$ cat src/rtl/sc_sync_ctrl.sv
// Schmidl & Cox detection sequencer: qualifies metric plateaus, emits a one-beat trigger with plateau-averaged CFO phase.
// Optional: define SC_SYNC_TLAST_RESYNC_EN to let i_tlast force PLATEAU/HOLDOFF back to SEARCH.
module sc_sync_ctrl #(
    parameter int unsigned BASE         = 0,
    parameter int unsigned MAX_LEN_LOG2 = 8
) (
    input  logic        clk,
    input  logic        reset,
    input  logic        clear,
    input  logic        set_stb,
    input  logic [7:0]  set_addr,
    input  logic [31:0] set_data,
    input  logic [31:0] i_tdata,
    input  logic        i_tlast,
    input  logic        i_tvalid,
    output logic        i_tready,
    output logic [31:0] o_tdata,
    output logic        o_tlast,
    output logic        o_tvalid,
    input  logic        o_tready,
    output logic        locked,
    output logic [15:0] trig_count
);

    localparam int unsigned AW = 16 + MAX_LEN_LOG2;
    localparam int unsigned CW = MAX_LEN_LOG2 + 1;
    localparam logic [7:0] ADDR_THRESH  = 8'(BASE);
    localparam logic [7:0] ADDR_LEN     = 8'(BASE + 1);
    localparam logic [7:0] ADDR_HOLDOFF = 8'(BASE + 2);
    localparam logic [7:0] ADDR_CTRL    = 8'(BASE + 3);

    typedef enum logic [2:0] {
        S_IDLE,
        S_SEARCH,
        S_PLATEAU,
        S_HOLDOFF,
        S_LOCKED
    } state_t;

    logic [15:0] thresh;
    logic [3:0]  len_log2;
    logic [15:0] holdoff;
    logic        enable;
    logic        one_shot;

    state_t                state, state_n;
    logic [CW-1:0]         cnt, cnt_n, cnt_inc, plen;
    logic signed [AW-1:0]  acc, acc_n, acc_sum, phase_ext, fire_acc, held_shift;
    logic [15:0]           hcnt, hcnt_n;
    logic [16:0]           hcnt_inc;
    logic [15:0]           held, held_n;
    logic                  fire, accept, qual;
    logic                  unused_ok;

    assign unused_ok = ^{set_data[31:16], held_shift[AW-1:16]};

    always_ff @(posedge clk or posedge reset) begin
        if (reset) begin
            thresh   <= 16'hFFFF;
            len_log2 <= 4'd4;
            holdoff  <= '0;
            enable   <= 1'b0;
            one_shot <= 1'b0;
        end else if (set_stb) begin
            case (set_addr)
                ADDR_THRESH:  thresh <= set_data[15:0];
                ADDR_LEN:     len_log2 <= ({28'd0, set_data[3:0]} > MAX_LEN_LOG2) ?
                                          4'(MAX_LEN_LOG2) : set_data[3:0];
                ADDR_HOLDOFF: holdoff <= set_data[15:0];
                ADDR_CTRL: begin
                    enable   <= set_data[0];
                    one_shot <= set_data[1];
                end
                default: ;
            endcase
        end
    end

    assign i_tready  = o_tready | ~o_tvalid;
    assign accept    = i_tvalid & i_tready;
    assign qual      = i_tdata[31:16] >= thresh;
    assign plen      = CW'(1) << len_log2;
    assign phase_ext = {{(AW-16){i_tdata[15]}}, i_tdata[15:0]};
    assign acc_sum   = acc + phase_ext;
    assign cnt_inc   = cnt + CW'(1);
    assign hcnt_inc  = {1'b0, hcnt} + 17'd1;
    assign locked    = (state == S_LOCKED);

    always_comb begin
        state_n  = state;
        cnt_n    = cnt;
        acc_n    = acc;
        hcnt_n   = hcnt;
        fire     = 1'b0;
        fire_acc = acc_sum;
        case (state)
            S_IDLE: if (enable) state_n = S_SEARCH;
            S_SEARCH: begin
                if (qual) begin
                    cnt_n    = CW'(1);
                    acc_n    = phase_ext;
                    fire_acc = phase_ext;
                    if (plen == CW'(1)) fire = 1'b1;
                    else                state_n = S_PLATEAU;
                end
            end
            S_PLATEAU: begin
                if (qual) begin
                    cnt_n = cnt_inc;
                    acc_n = acc_sum;
                    if (cnt_inc >= plen) fire = 1'b1;
                end else begin
                    state_n = S_SEARCH;
                    cnt_n   = '0;
                    acc_n   = '0;
                end
            end
            S_HOLDOFF: begin
                if (hcnt_inc >= {1'b0, holdoff}) begin
                    state_n = S_SEARCH;
                    hcnt_n  = '0;
                end else begin
                    hcnt_n = hcnt_inc[15:0];
                end
            end
            S_LOCKED: ;
            default: state_n = S_IDLE;
        endcase

        if (fire) begin
            cnt_n  = '0;
            acc_n  = '0;
            hcnt_n = '0;
            if (one_shot)             state_n = S_LOCKED;
            else if (holdoff == 16'd0) state_n = S_SEARCH;
            else                      state_n = S_HOLDOFF;
        end

`ifdef SC_SYNC_TLAST_RESYNC_EN
        // A completing trigger is still emitted; only the follow-on state is overridden.
        if (i_tlast && (state == S_PLATEAU || state == S_HOLDOFF)) begin
            state_n = S_SEARCH;
            cnt_n   = '0;
            acc_n   = '0;
            hcnt_n  = '0;
        end
`endif

        if (!enable) begin
            state_n = S_IDLE;
            cnt_n   = '0;
            acc_n   = '0;
            hcnt_n  = '0;
            fire    = 1'b0;
        end

        held_shift = fire_acc >>> len_log2;
        held_n     = fire ? held_shift[15:0] : held;
    end

    always_ff @(posedge clk or posedge reset) begin
        if (reset) begin
            state      <= S_IDLE;
            cnt        <= '0;
            acc        <= '0;
            hcnt       <= '0;
            held       <= '0;
            trig_count <= '0;
            o_tdata    <= '0;
            o_tlast    <= 1'b0;
            o_tvalid   <= 1'b0;
        end else if (clear) begin
            state      <= S_IDLE;
            cnt        <= '0;
            acc        <= '0;
            hcnt       <= '0;
            held       <= '0;
            trig_count <= '0;
            o_tdata    <= '0;
            o_tlast    <= 1'b0;
            o_tvalid   <= 1'b0;
        end else if (accept) begin
            state      <= state_n;
            cnt        <= cnt_n;
            acc        <= acc_n;
            hcnt       <= hcnt_n;
            held       <= held_n;
            trig_count <= trig_count + {15'd0, fire};
            o_tdata    <= {15'd0, fire, held_n};
            o_tlast    <= i_tlast;
            o_tvalid   <= 1'b1;
        end else if (o_tready) begin
            o_tvalid <= 1'b0;
        end
    end

endmodule

$ cat config.mk
export PLATFORM = sky130hd
export DESIGN_NAME = sc_sync_ctrl
export DESIGN_NICKNAME = d
export VERILOG_FILES = /design/src/rtl/sc_sync_ctrl.sv
export SDC_FILE = /design/constraint.sdc
export NUM_CORES = 1
export LEC_CHECK = 0
export CAP_MARGIN = 20
export CORE_ASPECT_RATIO = 0.9
export CORE_UTILIZATION = 61
export DETAILED_ROUTE_END_ITERATION = 7
export HOLD_SLACK_MARGIN = 0.06
export PLACE_DENSITY = 0.87
export SLEW_MARGIN = 25
export SYNTH_ARGS = -nofsm -noshare
export SYNTH_HDL_FRONTEND = slang
export SYNTH_SLANG_ARGS = --single-unit
$ cat constraint.sdc
create_clock -name clk -period 8.25 [get_ports clk]
set_clock_uncertainty 0.15 [all_clocks]
set_input_delay 1.65 -clock clk [delete_from_list [all_inputs] [get_ports clk]]
set_output_delay 1.65 -clock clk [all_outputs]
set_load 0.03 [all_outputs]
# Word level (Yosys, flattened, before mapping)
# Cells that the tools add are included.
# word_totals
ff_bits	156
inputBits	79
out_inout_bits	52
elab_cells	106
# classes
add_sub_neg	4
magnitude_cmp	4
eq_ne	15
n_shift	2
n_mux	52
bitwise	3
n_reduce_logical	12
# op_table
operator	n
2-to-1 mux 24 bit	8
2-to-1 mux 16 bit	11
2-to-1 mux 32 bit	2
2-to-1 mux 9 bit	6
case mux 24 bit (2 select lines)	1
2-to-1 mux 3 bit	9
adder 24 x 16 -> 24 bit	1
>>> shifter 24 x 4 -> 16 bit	1
!= test 5 bit, second input constant	4
case mux 9 bit (2 select lines)	1
adder 16 x 1 -> 17 bit, second input constant	1
>= comparator 17 x 16 -> 1 bit	1
adder 16 x 1 -> 16 bit	1
equality test 8 x 2 -> 1 bit, second input constant	2
>= comparator 16 bit	1
logical NOT 16 bit	1
case mux 3 bit (5 select lines)	1
2-to-1 mux 1 bit	10
AND reduction 2 bit	5
adder 9 x 1 -> 9 bit, second input constant	1
equality test 9 x 1 -> 1 bit, second input constant	1
>= comparator 9 bit	1
left shift 1 x 4 -> 9 bit, first input constant	1
equality test 8 x 1 -> 1 bit, second input constant	1
19 further kinds	20

# Longest topological paths before layout
# depth
word_depth	9
ltp_mapped	18

# Least setup slack after synthesis
# No wires, ideal clock.
# synth_timing
path_type	input to register
from	input i_tdata[0]
to	register held[13]
arrival_ns	4.330
t_required_ns	7.978
setup_slack_ns	3.649
path_stages	13
path_cell_list	ha_1 -> inv_1 -> fa_1 -> nand2b_1 -> a21oi_1 -> o21ai_0 -> a21boi_0 -> xnor2_1 -> o211ai_1 -> and2_1 -> or4_1 -> o31a_1 -> a32o_1
# synth_between
elab_chain_len	7
# synth_rtl
item	line	rtl
from (decl)	13	input logic [31:0] i_tdata,
adder 24 x 16 -> 24 bit	84	assign acc_sum = acc + phase_ext;
2-to-1 mux 24 bit	99	if (qual) begin
2-to-1 mux 24 bit *	96	case (state)
>>> shifter 24 x 4 -> 16 bit *	157	held_shift = fire_acc >>> len_log2;
2-to-1 mux 16 bit *	158	held_n = fire ? held_shift[15:0] : held;
2-to-1 mux 16 bit *	182	end else if (accept) begin
2-to-1 mux 16 bit *	172	end else if (clear) begin
to (signal assigned)	187	held <= held_n;
to (decl)	51	logic [15:0] held, held_n;
# Mark *: on every way between the ends. The rest lies on a longest branch, timed or not. The select of a mux whose other input is x is not followed.
# A chain may end at the register's enable or synchronous reset.

# Worst setup path after layout
# layout_timing
from	input i_tdata[25]
to	register held[5]
# layout_between
elab_chain_len	7
# layout_rtl
item	line	rtl
>= comparator 16 bit *	81	assign qual = i_tdata[31:16] >= thresh;
2-to-1 mux 24 bit, or another cell as far along	99	
2-to-1 mux 24 bit / case mux 1 bit (2 select lines) (equally long branches)	96	
>>> shifter 24 x 4 -> 16 bit / 2-to-1 mux 1 bit (equally long branches)	157, 149	
2-to-1 mux 16 bit *	158	
2-to-1 mux 16 bit *	182	
2-to-1 mux 16 bit *	172	
# Marked as above.

==> results.toml <==
[job]
max-cap-violations = 0

[clock_network]
cts_setup_buffers = 0
cts_tree = "done"
cts-buffers-inserted = 17
cts_hold_buffers = 0
clock_latency_ns = 0.43
htreeDepth = 4
clock-sinks = 125
clk_pin_slew_ns = 0.06
root_buffer = "clkbuf_16"
max-clock-path-buffers = 2
post_cts_resized = 0

[logic_synthesis]
synth-async-reset-ratio_pct = 100.0
synth-seq-cells = 125
synth_ff_type = "dfrtp_1"
avgSynthCellArea_um2 = 8.398
synth_enable_flop_cells = 0
syn_inst = 1152
synth_area_leaders = "dfrtp_1, ha_1, nand2_1, dfstp_2, o21ai_0"
synth.top_cell.area_share_pct = 27.94
yosysSeqAreaShare_pct = 32.55
synth_top_area_cell = "dfrtp_1"
synth_warnings = 0
netlist_area_um2 = 9674
netlist-cell-type-count = 82

[power]
swShare_pct = 28.48
combPwrFrac_pct = 15.1
p_int_uw = 1178
p_sw_uw = 469.1
power.density_nw_per_um2 = 145.5
clkPwrFrac_pct = 45.8
p_leak_uw = 0.005259
ir_drop_uv = 161.5
p_seq_share_pct = 39.1

[worst_setup_path]
r2r_cells = 13
endpoint_kind = "flip-flop"
critPathMaxFanout = 16
critPathKind = "input pin to flip-flop"
ff2ff_setup_slack_ns = 3.10
cp.arrival_ns = 6.00
startpoint_type = "input pin"
cp.required_ns = 8.45

[placement]
dp_hpwl_um = 19460
place.gp.congestion = 0.9729
port_buffers = 99
dpl_worst_slack_ns = 2.227

[global_route]
grt_antenna_before_repair = 1
grt_max_degree = 82
grt_usage_pct = 33.89
grt_pass1_wl_um = 43370
gr-total-overflow = 0
grt_pass1_vias = 8617

[timing]
setup_viol = 0
slew_headroom_pct = 35.52
final_hold_viol_count = 0
fin_ws_ns = 2.453
fmax_mhz = 172.5
setup_tns_ns = 0
post-route-min-period_ns = 5.797
tightest_slew_ns = 0.9672
finalCritPeriodShare_pct = 70.26
holdWs_ns = 0.3203
rsz0062_at_grt = "false"
drv_slew = 0

[route]
finalWirelength_um = 26620
drc_errors = 0
wire_per_inst_um = 18.49
drtIter0Drc = 976
firstDrtPassIters = 6
viasPerCell = 6.496
vias = 9354
ant_nets = 0

[cells_and_area]
drive_gt1_share_pct = 8.562
antenna_cells = 0
final_util_pct = 73.29
fin_nets = 1373
fillers = 1157
area_growth_pct = 16.98

[floorplan]
core-area_um2 = 15440
die_area_um2 = 16370
die_w_um = 134.7
io-pin-count = 131
start_util_pct = 62.65
rows = 43
die_y_um = 121.5

[worst_hold_path]
whs_path_depth = 2
hp-class = "flip-flop to flip-flop"

[run_status]
status = "completed"
-- layer usage --
metal | wire [um] | track usage, % | up-vias | share of wire (%)
li1 | - | - | 4299 | -
met1 | 11720 | 47.23 | 4463 | 44
met2 | 11930 | 52.19 | 506 | 45
met3 | 2299 | 6.182 | 84 | 8.6
met4 | 659 | 13.06 | 2 | 2.5
met5 | 13 | 0 | - | 0.049
-- worst paths after layout --
path                                  start        endpoint
max in group asynchronous             reset        state[2]
min in group asynchronous             reset  trig_count[11]
worst min register to register       cnt[5]          cnt[5]
worst max-delay path            i_tdata[25]         held[5]
worst min-delay path                 cnt[5]          cnt[5]
worst max register to register  len_log2[2]        state[1]
-- critical path: stages --
cell and delay (ns):
clkdlybuf4s50_1 0.42, ha_1 0.32, a21oi_1 0.16, o21ai_1 0.09, a221oi_1 0.69, a21bo_1 0.69, buf_4 0.35, mux2_1 0.38
mux2_2 0.31, a2111oi_0 0.64, o21ai_0 0.18, nand3_1 0.10
-- power by group through the flow --
stage                     combinational (uW)  sequential, uW  clock (uW)
after floorplan                          161             649           0
after global placement                   235             652           0
after detailed placement                 241             654           0
after CTS                                244             643         759
after global routing                     272             645         783
final                                    249             644         754
-- sequential cells by signal, summed over array words and instances, names as in the netlist --
signal	count
acc	24
cnt	9
enable	1
hcnt	16
held	15
holdoff	16
len_log2	4
o_tdata	2
o_tlast	1
o_tvalid	1
one_shot	1
state	3
thresh	16
trig_count	16
-- layout by cell type (no fill, tap or decap), drive strengths merged, types with 6 or more instances in the layout --
cell,count
clkdlybuf4s50,99
xnor2,25
or3,6
o211ai,18
nand2b,22
clkinv,6
xor2,25
o31ai,23
conb,15
a22oi,17
nand2,170
nand3,39
a21o,9
and2,7
dfrtp,108
ha,68
o22ai,7
dfstp,17
a22o,9
nor4,9
o21ai,83
inv,59
mux2,29
buf,11
and3,20
o21a,7
a21oi,70
nand4,18
nor2,75
clkbuf,18
nor2b,10
mux2i,27
nor3,22
-- logic make-up after synthesis --
logic type      share of synthesized area, %
buf+inv                                5.768
fa+ha+maj                              9.002
xor+xnor                               4.527
mux                                    7.268
compound gates                         20.46
flops                                  32.55
other cells                          0.03876
simple gates                           20.38
-- stage by stage --
step	area (um^2)	total power, uW	std cells
after floorplan	9727	810.4	1166
after global placement	10720	887.1	1408
after detailed placement	10720	894.7	1408
after CTS	11310	1646	1440
after global routing	11320	1700	1440
final	11320	1647	1440
-- area by class of cell --
type                    count  area [um^2]  area share [%]
inverters                  55        211.5           1.868
well taps                 202        252.7           2.233
repair buffers            110         1074           9.486
multi-input cells         916         6042           53.39
clock buffers              18        429.2           3.792
clock inverters            14        158.9           1.404
flip-flops and latches    125         3149           27.83
-- Yosys cell counts, types with 26 or more instances --
cell	count
clkbuf_1	37
mux2i_1	26
nor2_1	75
o21ai_0	76
inv_1	54
a21oi_1	69
dfrtp_1	108
mux2_2	27
nand3_1	38
nand2_1	170
ha_1	68
Note: power is estimated with default switching activity, not from simulation.
